**config.mk**
```make
export PLATFORM = sky130hd
export DESIGN_NAME = address_unpack
export DESIGN_NICKNAME = d
export VERILOG_FILES = /design/src/rtl/address_unpack.sv
export SDC_FILE = /design/constraint.sdc
export NUM_CORES = 1
export LEC_CHECK = 0
export CAP_MARGIN = 20
export CORE_MARGIN = 3
export CORE_UTILIZATION = 50
export CTS_BUF_LIST = sky130_fd_sc_hd__clkbuf_16
export CTS_CLUSTER_SIZE = 30
export DETAILED_ROUTE_END_ITERATION = 6
export PLACE_DENSITY = 0.84
export SLEW_MARGIN = 20
export SYNTH_ARGS = -nofsm -noshare
export SYNTH_HDL_FRONTEND = slang
export SYNTH_SLANG_ARGS = --single-unit
```
**constraint.sdc**
```tcl
create_clock -name Clk -period 1.8 [get_ports Clk]
set_input_delay 0.18 -clock Clk [delete_from_list [all_inputs] [get_ports Clk]]
set_output_delay 0.18 -clock Clk [all_outputs]
set_load 0.02 [all_outputs]
```
**src/rtl/address_unpack.sv**
```systemverilog
// address_unpack: splits a linear address into column (X) and row (Y) by restoring division by BLOCK_SIZE
// Ports:
//   Clk, Reset        clock and synchronous active-high reset
//   Address, Start    linear address and request (accepted only while Ready=1)
//   OutputX, OutputY  Address mod BLOCK_SIZE, Address div BLOCK_SIZE (low DATA_WIDTH bits)
//   Ready, Overflow   idle flag, and quotient-did-not-fit flag
module address_unpack #(
    parameter int DATA_WIDTH = 16,
    parameter int BLOCK_SIZE = 10
) (
    input  logic                    Clk,
    input  logic                    Reset,
    input  logic [2*DATA_WIDTH-1:0] Address,
    input  logic                    Start,
    output logic [DATA_WIDTH-1:0]   OutputX,
    output logic [DATA_WIDTH-1:0]   OutputY,
    output logic                    Ready,
    output logic                    Overflow
);
    localparam int AW = 2 * DATA_WIDTH;
    // remainder stays below BLOCK_SIZE, so after the shift it is below 2*BLOCK_SIZE
    localparam int RW = $clog2(BLOCK_SIZE) + 1;
    localparam int CW = $clog2(AW + 1);
    localparam logic [RW:0] BS = (RW + 1)'(BLOCK_SIZE);

    typedef enum logic {IDLE, BUSY} state_t;

    state_t                  state_q, state_d;
    logic [CW-1:0]           cnt_q, cnt_d;
    logic [RW-1:0]           rem_q, rem_d;
    // dividend shifts out at the top while quotient bits shift in at the bottom
    logic [AW-1:0]           div_q, div_d;
    logic [DATA_WIDTH-1:0]   x_q, x_d, y_q, y_d;
    logic                    ovf_q, ovf_d;
    logic [RW:0]             trial;
    logic                    take;

    always_comb begin
        state_d = state_q;
        cnt_d   = cnt_q;
        rem_d   = rem_q;
        div_d   = div_q;
        x_d     = x_q;
        y_d     = y_q;
        ovf_d   = ovf_q;
        trial   = {rem_q, div_q[AW-1]};
        take    = trial >= BS;
        if (state_q == IDLE) begin
            if (Start) begin
                state_d = BUSY;
                cnt_d   = CW'(AW);
                rem_d   = '0;
                div_d   = Address;
            end
        end else begin
            rem_d = take ? RW'(trial - BS) : RW'(trial);
            div_d = {div_q[AW-2:0], take};
            cnt_d = cnt_q - CW'(1);
            if (cnt_q == CW'(1)) begin
                state_d = IDLE;
                x_d     = DATA_WIDTH'(rem_d);
                y_d     = div_d[DATA_WIDTH-1:0];
                ovf_d   = |div_d[AW-1:DATA_WIDTH];
            end
        end
    end

    always_ff @(posedge Clk) begin
        if (Reset) begin
            state_q <= IDLE;
            cnt_q   <= '0;
            rem_q   <= '0;
            div_q   <= '0;
            x_q     <= '0;
            y_q     <= '0;
            ovf_q   <= 1'b0;
        end else begin
            state_q <= state_d;
            cnt_q   <= cnt_d;
            rem_q   <= rem_d;
            div_q   <= div_d;
            x_q     <= x_d;
            y_q     <= y_d;
            ovf_q   <= ovf_d;
        end
    end

    assign Ready    = state_q == IDLE;
    assign OutputX  = x_q;
    assign OutputY  = y_q;
    assign Overflow = ovf_q;
endmodule

```
==> impl_metrics.yaml, run 1 <==
clock_tree:
  clock_latency_ps: 330
  cts.clk_slew.worst_paths_ps: 50
  post_cts_buffers: 0
  htreeDepth: 3
  holdBufCountCts: 0
  cts-resized-gates: 0
  cts_buffers: 9
  clock-sinks: 66
  cts_tree: "done"
  clk_path_buf_depth: 2
  cts-root-buf: "clkbuf_16"
pwr:
  p_switching_uw: 964
  p_total_uw: 3810
  cell_internal_pwr_uw: 2840
  leakage_uw: 0.00148
  p_clk_frac: 0.438
  swShare: 0.253
  power_density_nw_per_um2: 953
  irDropWorstVdd_mv: 0.597
  comb_power_share: 0.142
  seq_power_share: 0.420
setup_path:
  r2r_slack_ps: 220
  reg2reg_depth: 4
  crit_arrival_ps: 1500
  path_cells: "clkinv_1 > clkdlybuf4s50_1"
  startpoint_type: "flip-flop"
  rr_endpoint: "OutputY[0]"
  cp_num_cells: 2
  worst-path-buf-inv: 2
  startpoint: "state_q"
  path_max_fanout: 6
  crit_type: "flip-flop to output port"
  cp_top_family: "buffers and inverters"
  regToRegStartpoint: "cnt_q[2]"
  end_kind: "output port"
  critPathCapture: "Ready"
  slowest_stage: "clkdlybuf4s50_1"
  max_stage_delay_ps: 570
  critPathRequiredTime_ps: 1620
routing:
  via_per_inst: 5.51
  drt_iter0_drc: 186
  ant_nets: 0
  routed_wl_mm: 7.17
  drt_first_pass_iters: 4
  wl_per_cell_um: 14.3
  drc: 0
  num_vias: 2766
yosys:
  synth_top_area_share: 0.427
  synthCells: 368
  synth_ff_type: "dfxtp_1"
  ys_types: 40
  syn_area_per_cell_sq_um: 8.40
  synth.area.top_cells: "dfxtp_1 (43%), mux2_2 (11%), a21oi_1 (9.6%)"
  synthTopCellsByCount: "dfxtp_1 (66), nand2_1 (63), a21oi_1 (59)"
  ys_seq_elements: 66
  yosys.cell_count.top_type: "dfxtp_1"
  ys_warn_count: 0
  synth-edff-count: 0
  yosysSeqAreaShare: 0.427
  synth_area_leader_cell: "dfxtp_1"
  async_reset_ff_frac: 0
  netlist_area_sq_um: 3090
timing:
  slew_headroom: 0.662
  hold_viol_final: 0
  finalSetupViolCount: 0
  finalMaxSlewViolations: 0
  max_clock_freq_mhz: 597
  worstMarginPinSlew_ps: 504
  timing.hold.ws_ps: 274
  rsz0062_at_grt: "false"
  setup_slack_ps: 124
  fin_crit_sh: 0.931
  min_period_ps: 1680
  clock_skew_ps: 4.55
  tns_ps: 0
global_routing:
  grt_pass1_vias: 2601
  grt_first_pass_wirelength_mm: 12.2
  grt-ovfl-total: 0
  grt_antenna_before_repair: 0
  globalRouteTotalUtil: 0.209
  grt_max_degree: 41
final_layout:
  multi_input_comb_area_sq_um: 1570
  num_antenna_cells: 0
  seq_area_sq_um: 1320
  areaGrowthSynthToFinish_pct: 29.3
  layout.nets: 460
  num-fill-cells: 509
  drive_gt1_frac: 0.150
  stdcell_area_sq_um: 4000
die:
  die_w_um: 84.6
  die_area_sq_um: 7160
  core-area_sq_um: 5960
  io_pins: 69
  initial_core_util: 0.519
  fp-row-count: 28
  die_y_um: 84.6
job:
  drv_cap: 0
worst_hold_path:
  holdPathStages: 2
  min_path_type: "input pin to flip-flop"
  hold_start: "Reset"
placement:
  dpl.hpwl_mm: 5.04
  routabilityCongestion: 0.786
  postPlaceCellArea_sq_um: 3710
  dpl_worst_slack_ps: 231
  port_buffers: 57
run_status:
  status: "completed"
cell usage in the layout (no fill, tap or decap), types with 2 or more instances in the layout:
master,netlist,layout
dfxtp_1,66,66
clkinvlp_4,0,2
a21oi_1,59,59
mux2_2,31,31
o21ai_0,11,11
a31oi_1,4,4
buf_4,12,15
nor3b_1,2,2
a211oi_1,4,4
nor4_1,4,4
nor2_1,10,10
nand2b_1,2,2
o21ai_1,11,11
nor3_1,2,2
nor2b_1,5,5
ha_1,3,3
mux2i_1,2,2
clkdlybuf4s50_1,0,56
a311oi_1,5,5
clkbuf_16,0,9
o31ai_1,3,3
inv_1,6,6
nand3_1,19,19
conb_1,1,11
nand2_1,63,63
clkinv_1,1,5
routing by layer:
layer | track usage | vias up | routed length, um
met5 | 0 | - | 0
met4 | 0.0921 | 0 | 134
met3 | 0.0324 | 11 | 308
met2 | 0.348 | 68 | 3510
met1 | 0.268 | 1306 | 3220
li1 | - | 1381 | -
power by group through the flow:
| stage | Combinational (uW) | Clock (uW) | Sequential, uW |
|---|---|---|---|
| after detailed placement | 533 | 0 | 1630 |
| final | 539 | 1670 | 1600 |
| after global placement | 520 | 0 | 1630 |
| after global routing | 590 | 1740 | 1610 |
| after floorplan | 372 | 0 | 1610 |
| after CTS | 537 | 1680 | 1600 |
final cells by class:
cell class,count,area share
clock buffer,9,0.0564
inverter,7,0.00657
clock inverter,7,0.0150
timing repair buffer,73,0.175
tap,75,0.0235
sequential,66,0.331
multi-input combinational,265,0.393
through the flow:
stage               utilization  cells
detailed placement        0.623    486
CTS                       0.671    502
global route              0.671    502
global placement          0.623    486
finish                    0.671    502
floorplan                     -    378
kinds of logic (layout without fill, tap and decap cells):
logic type               after synthesis  count (layout)  synth area share
AND/OR/NAND/NOR                      116             116             0.178
buffers and inverters                 47              96            0.0765
multiplexers                          33              33             0.119
other                                  1              11           0.00121
flip-flops                            66              66             0.427
AO/OA/AOI/OAI                        102             102             0.185
adder cells (fa/ha/maj)                3               3            0.0121
worst min-delay path by stage:
stage | end
detailed placement | div_q[22]
global placement | div_q[29]
CTS | cnt_q[1]
finish | rem_q[0]
global route | cnt_q[1]
floorplan | rem_q[4]
sequential cells by signal (all words and copies together) (netlist names):
signal / cells
cnt_q: 6
rem_q: 5
div_q: 32
OutputX: 5
state_q: 1
Overflow: 1
OutputY: 16
Note: power is estimated with default switching activity, not from simulation.
==> inputs of run 2 (changes only) <==
--- a/config.mk
+++ b/config.mk
@@ -7,11 +7,11 @@
 export LEC_CHECK = 0
 export CAP_MARGIN = 20
 export CORE_MARGIN = 3
-export CORE_UTILIZATION = 50
+export CORE_UTILIZATION = 54
 export CTS_BUF_LIST = sky130_fd_sc_hd__clkbuf_16
 export CTS_CLUSTER_SIZE = 30
 export DETAILED_ROUTE_END_ITERATION = 6
-export PLACE_DENSITY = 0.84
+export PLACE_DENSITY = 0.9
 export SLEW_MARGIN = 20
 export SYNTH_ARGS = -nofsm -noshare
 export SYNTH_HDL_FRONTEND = slang
==> constraint.sdc (replaced) <==
create_clock -name Clk -period 2 [get_ports Clk]
set_input_delay 0.2 -clock Clk [delete_from_list [all_inputs] [get_ports Clk]]
set_output_delay 0.2 -clock Clk [all_outputs]
set_load 0.02 [all_outputs]
==> run 2 against run 1 <==
Critical path depth up 1. Via count up 3.0%. Combinational power down 11%. Hold slack better by 110 ps. Sequential cell count unchanged. Clock-buffer cell count unchanged. Die area down 6.9%. Cell count down 1.4%. Worst setup slack better by 24 ps. Sequential power down 10%. Routed wire length up 4.3%. Clock skew up 1.5 ps. Critical endpoint unchanged.
==> impl_metrics.yaml, run 2 (synthesis gave the netlist of run 1 again) <==
routing:
  num_vias: 2849
  drc: 0
  routed_wl_mm: 7.48
  ant_nets: 0
  wl_per_cell_um: 15.1
  via_per_inst: 5.76
  drt_iter0_drc: 162
  drt_first_pass_iters: 5
die:
  core-area_sq_um: 5340
  die_area_sq_um: 6670
  io_pins: 69
  die_w_um: 81.7
  die_y_um: 81.7
  fp-row-count: 26
  initial_core_util: 0.580
timing:
  finalMaxSlewViolations: 0
  rsz0062_at_grt: "false"
  slew_headroom: 0.611
  tns_ps: 0
  hold_viol_final: 0
  fin_crit_sh: 0.926
  worstMarginPinSlew_ps: 583
  max_clock_freq_mhz: 540
  timing.hold.ws_ps: 379
  clock_skew_ps: 6.08
  min_period_ps: 1850
  finalSetupViolCount: 0
clock_tree:
  clock-sinks: 66
  cts_tree: "done"
  htreeDepth: 3
  clk_path_buf_depth: 2
  post_cts_buffers: 0
  clock_latency_ps: 330
  cts.clk_slew.worst_paths_ps: 60
  holdBufCountCts: 0
  cts-root-buf: "clkbuf_16"
  cts-resized-gates: 0
  cts_buffers: 9
setup_path:
  slowest_stage: "clkdlybuf4s50_1"
  crit_type: "flip-flop to output port"
  startpoint_type: "flip-flop"
  worst-path-buf-inv: 3
  crit_arrival_ps: 1650
  r2r_slack_ps: 280
  path_cells: "buf_4 > clkinv_1 > clkdlybuf4s50_1"
  reg2reg_depth: 6
  max_stage_delay_ps: 550
  critPathRequiredTime_ps: 1800
  end_kind: "output port"
  rr_endpoint: "OutputY[3]"
  path_max_fanout: 25
  cp_top_family: "buffers and inverters"
  regToRegStartpoint: "cnt_q[0]"
global_routing:
  grt_first_pass_wirelength_mm: 12.2
  met3_usage: 0.0471
  grt_antenna_before_repair: 0
  grt_max_degree: 41
  grt_pass1_vias: 2768
  globalRouteTotalUtil: 0.240
  grt-ovfl-total: 0
  grt_util_met2: 0.418
  grtUsageMet1: 0.276
  grt_most_used_layer: "met2"
worst_hold_path:
  hold-path-endpoint: "div_q[17]"
  min_path_type: "input pin to flip-flop"
  hold_start: "Reset"
  holdPathStages: 2
final_layout:
  drive_gt1_frac: 0.151
  areaGrowthSynthToFinish_pct: 29.4
  regMostFlops: "div_q"
  final_cell_mix: "dfxtp_1 (66), nand2_1 (63), a21oi_1 (59)"
  num_antenna_cells: 0
  stdcell_area_sq_um: 4000
  seq_area_sq_um: 1320
  layout_commonest_cell: "dfxtp_1"
  largest_reg_flops: 32
  num-fill-cells: 387
  multi_input_comb_area_sq_um: 1570
  layout.nets: 458
pwr:
  irDropWorstVdd_mv: 0.630
  leakage_uw: 0.00149
  power_density_nw_per_um2: 888
run_status:
  status: "completed"
placement:
  dpl.hpwl_mm: 4.94
  postPlaceCellArea_sq_um: 3690
  routabilityCongestion: 0.840
  port_buffers: 57
job:
  drv_cap: 0
-- run 2: how the worst max path moves through the flow --
stage / from / end / slack [ps] / cells after the start
floorplan: state_q / OutputY[3] / 530 / 6
global placement: cnt_q[2] / OutputY[9] / 380 / 4
detailed placement: cnt_q[2] / OutputY[9] / 350 / 4
CTS: state_q / Ready / 160 / 3
global route: state_q / Ready / 90 / 3
finish: state_q / Ready / 150 / 3
-- run 2: stage by stage --
step	power [uW]	setup WS, ps	util	instances
6_report	3550	147	0.750	495
5_1_grt	3660	86.4	0.750	495
4_1_cts	3560	160	0.750	495
3_5_place_dp	1940	354	0.692	479
3_3_place_gp	1920	382	0.692	479
2_1_floorplan	1790	531	-	378
-- run 2: final cells by class --
type / instances / share of cell area
Multi-Input combinational cell: 265 / 0.393
Sequential cell: 66 / 0.330
Timing Repair Buffer: 71 / 0.171
Clock buffer: 9 / 0.0563
Tap cell: 70 / 0.0219
Clock inverter: 7 / 0.0213
Inverter: 7 / 0.00657
-- run 2: power by group --
part           internal [uW]  total (uW)  switching, uW
registers               1380        1440           60.2
logic                    227         479            252
clock network           1080        1630            556
-- run 2: routing by layer --
layer / part of all wire / up-vias
li1: - / 1380
met3: 0.066 / 11
met5: 0 / -
met4: 0.020 / 0
met1: 0.41 / 1348
met2: 0.50 / 110
